$ cat config.mk
export PLATFORM = sky130hd
export DESIGN_NAME = mult_seq_ctrl_flat
export DESIGN_NICKNAME = d
export VERILOG_FILES = /design/src/rtl/dlx_pkg.sv /design/src/rtl/mult_seq_ctrl_if.sv /design/src/rtl/mult_shift_add_dp.sv /design/src/rtl/mult_seq_ctrl.sv /design/src/flat_wrapper.sv
export SDC_FILE = /design/constraint.sdc
export NUM_CORES = 1
export LEC_CHECK = 0
export ABC_AREA = 1
export BUFFER_PORTS_ARGS = -buffer_cell sky130_fd_sc_hd__buf_2
export CAP_MARGIN = 10
export CELL_PAD_IN_SITES_DETAIL_PLACEMENT = 1
export CELL_PAD_IN_SITES_GLOBAL_PLACEMENT = 1
export CORE_MARGIN = 1.5
export CORE_UTILIZATION = 44
export DETAILED_ROUTE_END_ITERATION = 7
export GPL_TIMING_DRIVEN = 0
export PLACE_DENSITY = 0.89
export SLEW_MARGIN = 20
export SYNTH_ARGS = -nofsm -noshare
export SYNTH_HDL_FRONTEND = slang
export SYNTH_SLANG_ARGS = --single-unit
$ cat constraint.sdc
create_clock -name clk -period 6.1 [get_ports clk]
set_clock_uncertainty 0.15 [all_clocks]
set_input_delay 0.61 -clock clk [delete_from_list [all_inputs] [get_ports clk]]
set_output_delay 0.61 -clock clk [all_outputs]
set_load 0.01 [all_outputs]
$ cat src/rtl/dlx_pkg.sv
// rtl/dlx_pkg.sv - shared DLX constants: multiply sequencer state encoding and mult funct codes
package dlx_pkg;

    typedef enum logic [1:0] {
        S_IDLE = 2'b00,
        S_RUN  = 2'b01,
        S_FIX  = 2'b10,
        S_DONE = 2'b11
    } mult_state_t;

    // R-type funct codes that control decode maps onto start/is_signed
    localparam logic [5:0] FN_MULT  = 6'h0E;
    localparam logic [5:0] FN_MULTU = 6'h16;

endpackage

$ cat src/rtl/mult_seq_ctrl_if.sv
// rtl/mult_seq_ctrl_if.sv - decode-side bundle for the multiply sequencer
interface mult_seq_ctrl_if #(
    parameter int WIDTH = 32
) ();
    logic             start;
    logic             is_signed;
    logic             flush;
    logic [WIDTH-1:0] op_a;
    logic [WIDTH-1:0] op_b;
    logic             busy;
    logic             stall;
    logic             done;
    logic [WIDTH-1:0] prod_hi;
    logic [WIDTH-1:0] prod_lo;

    modport master (
        output start, is_signed, flush, op_a, op_b,
        input  busy, stall, done, prod_hi, prod_lo
    );

    modport slave (
        input  start, is_signed, flush, op_a, op_b,
        output busy, stall, done, prod_hi, prod_lo
    );
endinterface

$ cat src/rtl/mult_shift_add_dp.sv
// rtl/mult_shift_add_dp.sv - shift-add multiply datapath: operand magnitudes, accumulator, sign fix-up
module mult_shift_add_dp #(
    parameter int WIDTH = 32
) (
    input  logic             clk,
    input  logic             rst_n,
    input  logic             i_load,
    input  logic             i_step,
    input  logic             i_fix,
    input  logic             i_is_signed,
    input  logic [WIDTH-1:0] i_op_a,
    input  logic [WIDTH-1:0] i_op_b,
    output logic [WIDTH-1:0] o_prod_hi,
    output logic [WIDTH-1:0] o_prod_lo
);
    logic [WIDTH-1:0]   r_mcand;
    logic [WIDTH-1:0]   r_acc;
    logic [WIDTH-1:0]   r_mplier;
    logic               r_neg;
    logic [WIDTH-1:0]   r_prod_hi;
    logic [WIDTH-1:0]   r_prod_lo;

    logic               w_a_neg;
    logic               w_b_neg;
    logic [WIDTH-1:0]   w_a_abs;
    logic [WIDTH-1:0]   w_b_abs;
    logic [WIDTH-1:0]   w_addend;
    logic [WIDTH:0]     w_sum;
    logic [2*WIDTH-1:0] w_prod;
    logic [2*WIDTH-1:0] w_prod_fix;

    // The most negative value negates to itself, which is exactly its unsigned magnitude
    assign w_a_neg    = i_is_signed & i_op_a[WIDTH-1];
    assign w_b_neg    = i_is_signed & i_op_b[WIDTH-1];
    assign w_a_abs    = w_a_neg ? -i_op_a : i_op_a;
    assign w_b_abs    = w_b_neg ? -i_op_b : i_op_b;

    assign w_addend   = r_mplier[0] ? r_mcand : '0;
    assign w_sum      = {1'b0, r_acc} + {1'b0, w_addend};
    assign w_prod     = {r_acc, r_mplier};
    assign w_prod_fix = r_neg ? -w_prod : w_prod;

    always_ff @(posedge clk) begin
        if (!rst_n) begin
            r_mcand   <= '0;
            r_acc     <= '0;
            r_mplier  <= '0;
            r_neg     <= 1'b0;
            r_prod_hi <= '0;
            r_prod_lo <= '0;
        end else begin
            if (i_load) begin
                r_mcand  <= w_a_abs;
                r_mplier <= w_b_abs;
                r_acc    <= '0;
                r_neg    <= w_a_neg ^ w_b_neg;
            end else if (i_step) begin
                // {carry, acc, multiplier} shifted right by one
                r_acc    <= w_sum[WIDTH:1];
                r_mplier <= {w_sum[0], r_mplier[WIDTH-1:1]};
            end
            if (i_fix) begin
                r_prod_hi <= w_prod_fix[2*WIDTH-1:WIDTH];
                r_prod_lo <= w_prod_fix[WIDTH-1:0];
            end
        end
    end

    assign o_prod_hi = r_prod_hi;
    assign o_prod_lo = r_prod_lo;
endmodule

$ cat src/rtl/mult_seq_ctrl.sv
// rtl/mult_seq_ctrl.sv - iterative multiply sequencer: FSM, step counter and pipeline stall
module mult_seq_ctrl
    import dlx_pkg::*;
#(
    parameter int WIDTH = 32,
    parameter int CNT_W = 5
) (
    input  logic            clk,
    input  logic            rst_n,
    mult_seq_ctrl_if.slave  bus
);
    mult_state_t      r_state;
    mult_state_t      w_next;
    logic [CNT_W-1:0] r_cnt;
    logic             w_load;
    logic             w_step;
    logic             w_fix;
    logic             w_accept;

    assign w_accept = (r_state == S_IDLE) & bus.start & ~bus.flush;

    always_ff @(posedge clk) begin
        if (!rst_n) begin
            r_state <= S_IDLE;
        end else begin
            r_state <= w_next;
        end
    end

    always_comb begin
        w_next = r_state;
        w_load = 1'b0;
        w_step = 1'b0;
        w_fix  = 1'b0;
        case (r_state)
            S_IDLE: begin
                if (w_accept) begin
                    w_load = 1'b1;
                    w_next = S_RUN;
                end
            end
            S_RUN: begin
                w_step = 1'b1;
                if (r_cnt == '0) begin
                    w_next = S_FIX;
                end
            end
            S_FIX: begin
                w_fix  = 1'b1;
                w_next = S_DONE;
            end
            S_DONE: begin
                w_next = S_IDLE;
            end
            default: begin
                w_next = S_IDLE;
            end
        endcase
        // Flush kills the operation before any datapath strobe can land
        if (bus.flush) begin
            w_next = S_IDLE;
            w_load = 1'b0;
            w_step = 1'b0;
            w_fix  = 1'b0;
        end
    end

    always_ff @(posedge clk) begin
        if (!rst_n) begin
            r_cnt <= '0;
        end else if (bus.flush) begin
            r_cnt <= '0;
        end else if (w_load) begin
            r_cnt <= CNT_W'(WIDTH - 1);
        end else if (r_state == S_RUN) begin
            r_cnt <= r_cnt - 1'b1;
        end
    end

    mult_shift_add_dp #(
        .WIDTH(WIDTH)
    ) u_dp (
        .clk         (clk),
        .rst_n       (rst_n),
        .i_load      (w_load),
        .i_step      (w_step),
        .i_fix       (w_fix),
        .i_is_signed (bus.is_signed),
        .i_op_a      (bus.op_a),
        .i_op_b      (bus.op_b),
        .o_prod_hi   (bus.prod_hi),
        .o_prod_lo   (bus.prod_lo)
    );

    assign bus.busy  = (r_state != S_IDLE);
    assign bus.stall = w_accept | (r_state == S_RUN) | (r_state == S_FIX);
    assign bus.done  = (r_state == S_DONE);
endmodule

$ cat src/flat_wrapper.sv
// flat-port wrapper written by rule: the top's interface ports become plain ports
module mult_seq_ctrl_flat import dlx_pkg::*;
#(
    parameter int WIDTH = 32,
    parameter int CNT_W = 5
)
  (clk, rst_n, bus_start, bus_is_signed, bus_flush, bus_op_a, bus_op_b, bus_busy, bus_stall, bus_done, bus_prod_hi, bus_prod_lo);
  mult_seq_ctrl_if #(.WIDTH(WIDTH)) bus_i ();
  input  logic clk;
  input  logic rst_n;
  input wire logic [$bits(bus_i.start)-1:0] bus_start;
  input wire logic [$bits(bus_i.is_signed)-1:0] bus_is_signed;
  input wire logic [$bits(bus_i.flush)-1:0] bus_flush;
  input wire logic [$bits(bus_i.op_a)-1:0] bus_op_a;
  input wire logic [$bits(bus_i.op_b)-1:0] bus_op_b;
  output wire logic [$bits(bus_i.busy)-1:0] bus_busy;
  output wire logic [$bits(bus_i.stall)-1:0] bus_stall;
  output wire logic [$bits(bus_i.done)-1:0] bus_done;
  output wire logic [$bits(bus_i.prod_hi)-1:0] bus_prod_hi;
  output wire logic [$bits(bus_i.prod_lo)-1:0] bus_prod_lo;
  assign bus_i.start = bus_start;
  assign bus_i.is_signed = bus_is_signed;
  assign bus_i.flush = bus_flush;
  assign bus_i.op_a = bus_op_a;
  assign bus_i.op_b = bus_op_b;
  assign bus_busy = bus_i.busy;
  assign bus_stall = bus_i.stall;
  assign bus_done = bus_i.done;
  assign bus_prod_hi = bus_i.prod_hi;
  assign bus_prod_lo = bus_i.prod_lo;
  mult_seq_ctrl #(.WIDTH(WIDTH), .CNT_W(CNT_W)) u_core (.clk(clk), .rst_n(rst_n), .bus(bus_i));
endmodule
==> flow_summary.json <==
{
  "pwr-share-clk_pct": 35.3,
  "p_seq_share_pct": 38.4,
  "cellPowerDensity_nw_per_um2": 216,
  "rows": 63,
  "outcome": "finished, final reports clean",
  "n_fill_cell": 4422,
  "start_kind": "flop",
  "max_stage_delay_ns": 0.39,
  "switchingPower_w": 0.00119,
  "synth-seq-area-share_pct": 25.5,
  "final_cell_mix": "740 x nand2_1, 358 x inv_1, 327 x nor2_1",
  "cts_resized": 0,
  "synthFlopType": "dfxtp_1",
  "cp_slowest_cell": "clkbuf_1",
  "period_minus_slack_ns": 3.26,
  "areaGrowthSynthToFinish_pct": 13.3,
  "grt_pass1_wl_mm": 85.8,
  "final_layout_size_suffix_gt1_share_pct": 9.97,
  "drt_iter0_markers": 1034,
  "layout_commonest_cell": "nand2_1",
  "switching_share_pct": 37.1,
  "hold_viol": 0,
  "layout_setup_ws_ns": 2.84,
  "gp_congestion": 0.976,
  "p_leak_nw": 8.19,
  "worst-setup-path-type": "flop to output pin",
  "drc_errors": 0,
  "ios": 136,
  "setup_viol": 0,
  "wl_mm": 55.4,
  "ant_nets": 0,
  "core-area_um2": 29600,
  "crit_required_ns": 5.34,
  "clock_latency_ns": 0.46,
  "grt.total_usage_pct": 36.1,
  "grt_setup_unrepaired": "no",
  "internal-power_w": 0.00203,
  "cts_made_buffers": 17,
  "vdd_drop_max_mv": 0.233,
  "avgSynthCellArea_um2": 5.66,
  "yosys_warnings": 0,
  "synth-edff-count": 0,
  "slew_viol_final": 0,
  "p_comb_share_pct": 26.3,
  "die_x_um": 176,
  "die_area_um2": 31000,
  "avgRoutedWirePerCell_um": 19.2,
  "multi_input_area_um2": 8140,
  "antenna_found_initial": 1,
  "cts_max_level": 4,
  "vias_per_cell": 5.42,
  "seq_area_um2": 3360,
  "async_reset_ff_share_pct": 0,
  "cts_setup_buffers": 0,
  "fin_crit_sh_pct": 53.5,
  "final_nets": 2598,
  "cts_sinks": 168,
  "setup_tns_ns": 0,
  "dp_hpwl_mm": 45.5,
  "maxCapViolCount": 0,
  "crit_top_cell": "buf_2",
  "grt_max_degree": 17,
  "crit_arrival_ns": 2.50,
  "min_path_type": "input pin to flop",
  "grt_pass1_vias": 16000,
  "clkTransAtPathRegs_ns": 0.07,
  "first_pass_iters": 5,
  "crit_path_cell_trace": "inv_1 -> ha_1 -> nand2_1 -> nor2_2 -> inv_2 -> buf_2 -> clkbuf_1 -> nand3_1 -> buf_2",
  "dp_slack_ns": 3.10,
  "die_y_um": 176,
  "initial_core_util_pct": 44.6,
  "num_vias": 15700,
  "tritoncts": "yes",
  "clock_path_buffers": 2,
  "yosysUniqueCellTypes": 43,
  "end_kind": "output pin",
  "root_buffer": "clkbuf_16",
  "fmax_mhz": 306,
  "synthesis.nets": 2444,
  "path_max_fanout": 10,
  "slew_headroom_pct": 43.2,
  "ys_ff_latch": 168,
  "syn_inst": 2332,
  "tightestPinTransition_ns": 0.851,
  "hold_buffers": 0,
  "io_buffers": 135,
  "grt_overflow": 0,
  "synth.cell_area_um2": 13200
}
==> critical path: cells and delay by family (launching register included) <==
| family | cells | cell delay (ns) |
|---|---|---|
| buffers and inverters | 5 | 0.96 |
| and+or+nand+nor | 3 | 0.49 |
| DFF | 1 | 0.38 |
| adders and majority gates | 1 | 0.22 |
==> flip-flops by register name, indices dropped and copies added, names as in the netlist <==
signal,flops
u_core.r_cnt,5
u_core.u_dp.o_prod_hi,32
u_core.u_dp.r_neg,1
u_core.u_dp.r_mcand,32
u_core.u_dp.r_mplier,32
u_core.r_state,2
u_core.u_dp.r_acc,32
u_core.u_dp.o_prod_lo,32
==> cells by family (layout without fill, tap and decap cells) <==
family	after synthesis	after routing	synth area share, %
simple gates	1327	1327	41.7
flops	168	168	25.5
fa+ha+maj	43	43	4.14
xor+xnor	47	47	3.12
other cells	0	1	0
buf+inv	436	602	12.8
compound gates	311	311	12.7
==> metal layers <==
layer	share of wire (%)	GRT usage, %
met1	43	44.3
met2	46	60.0
met3	6.4	6.24
met4	5.2	19.6
met5	0	0
==> cell usage after synthesis (3+ instances only) <==
cell type | number | area [um^2]
nand2_2 | 9 | 56.3
buf_2 | 30 | 150
nand3b_1 | 5 | 37.5
dfxtp_1 | 168 | 3360
a21oi_1 | 122 | 611
o21ai_1 | 18 | 90.1
nand4_1 | 28 | 175
nor2_1 | 327 | 1230
inv_1 | 358 | 1340
nor3_1 | 16 | 80.1
nand3_1 | 163 | 816
or2_2 | 3 | 18.8
o21ai_0 | 134 | 671
inv_2 | 6 | 22.5
xnor2_1 | 8 | 70.1
nor2_4 | 10 | 113
xor2_1 | 39 | 342
nand2_1 | 740 | 2780
o31ai_1 | 3 | 22.5
nor2_2 | 13 | 81.3
ha_1 | 42 | 526
a31oi_1 | 4 | 25.0
o221ai_1 | 15 | 131
o21bai_1 | 5 | 37.5
clkbuf_1 | 37 | 139
nand3_2 | 5 | 50.1
buf_1 | 3 | 11.3
==> cell type report <==
| class | instances | share of cell area, % |
|---|---|---|
| diodes | 1 | 0.0167 |
| multi-input cells | 1728 | 54.5 |
| plain buffers | 71 | 2.08 |
| clock inverters | 14 | 1.08 |
| well taps | 390 | 3.27 |
| clock buffers | 17 | 2.85 |
| flip-flops and latches | 168 | 22.5 |
| repair buffers | 135 | 4.52 |
| inverters | 365 | 9.18 |
==> worst paths after layout <==
check / from / end / slack [ns] / depth (start not counted)
worst max-delay path: u_core.r_state[0]$_SDFFE_PP0P_ / bus_stall / 2.84 / 9
worst min-delay path: bus_op_a[7] / u_core.u_dp.r_mcand[7]$_SDFFE_PN0P_ / 0.30 / 3
worst max register to register: u_core.u_dp.r_mplier[0]$_SDFFE_PN0P_ / u_core.u_dp.r_acc[21]$_SDFFE_PP0P_ / 3.03 / 18
worst min register to register: u_core.u_dp.r_mcand[8]$_SDFFE_PN0P_ / u_core.u_dp.r_mcand[8]$_SDFFE_PN0P_ / 0.31 / 2
==> metrics by stage <==
stage / cells / total power (W) / utilization [%] / hold slack [ns] / area [um^2]
2_1_floorplan: 2332 / 0.00178 / - / 0.276 / 13200
3_3_place_gp: 2857 / 0.00205 / 48.6 / 0.292 / 14400
3_5_place_dp: 2857 / 0.00208 / 48.6 / 0.298 / 14400
4_1_cts: 2888 / 0.00321 / 50.5 / 0.307 / 14900
5_1_grt: 2888 / 0.00336 / 50.5 / 0.326 / 14900
6_report: 2889 / 0.00322 / 50.6 / 0.301 / 14900
==> power by group through the flow <==
stage	logic [W]	registers, W	clock network, W
after floorplan	0.000545	0.00124	0
after global placement	0.000798	0.00125	0
after detailed placement	0.000825	0.00126	0
after CTS	0.000833	0.00123	0.00114
after global routing	0.000937	0.00124	0.00118
final	0.000848	0.00124	0.00114
Note: power is estimated with default switching activity, not from simulation.
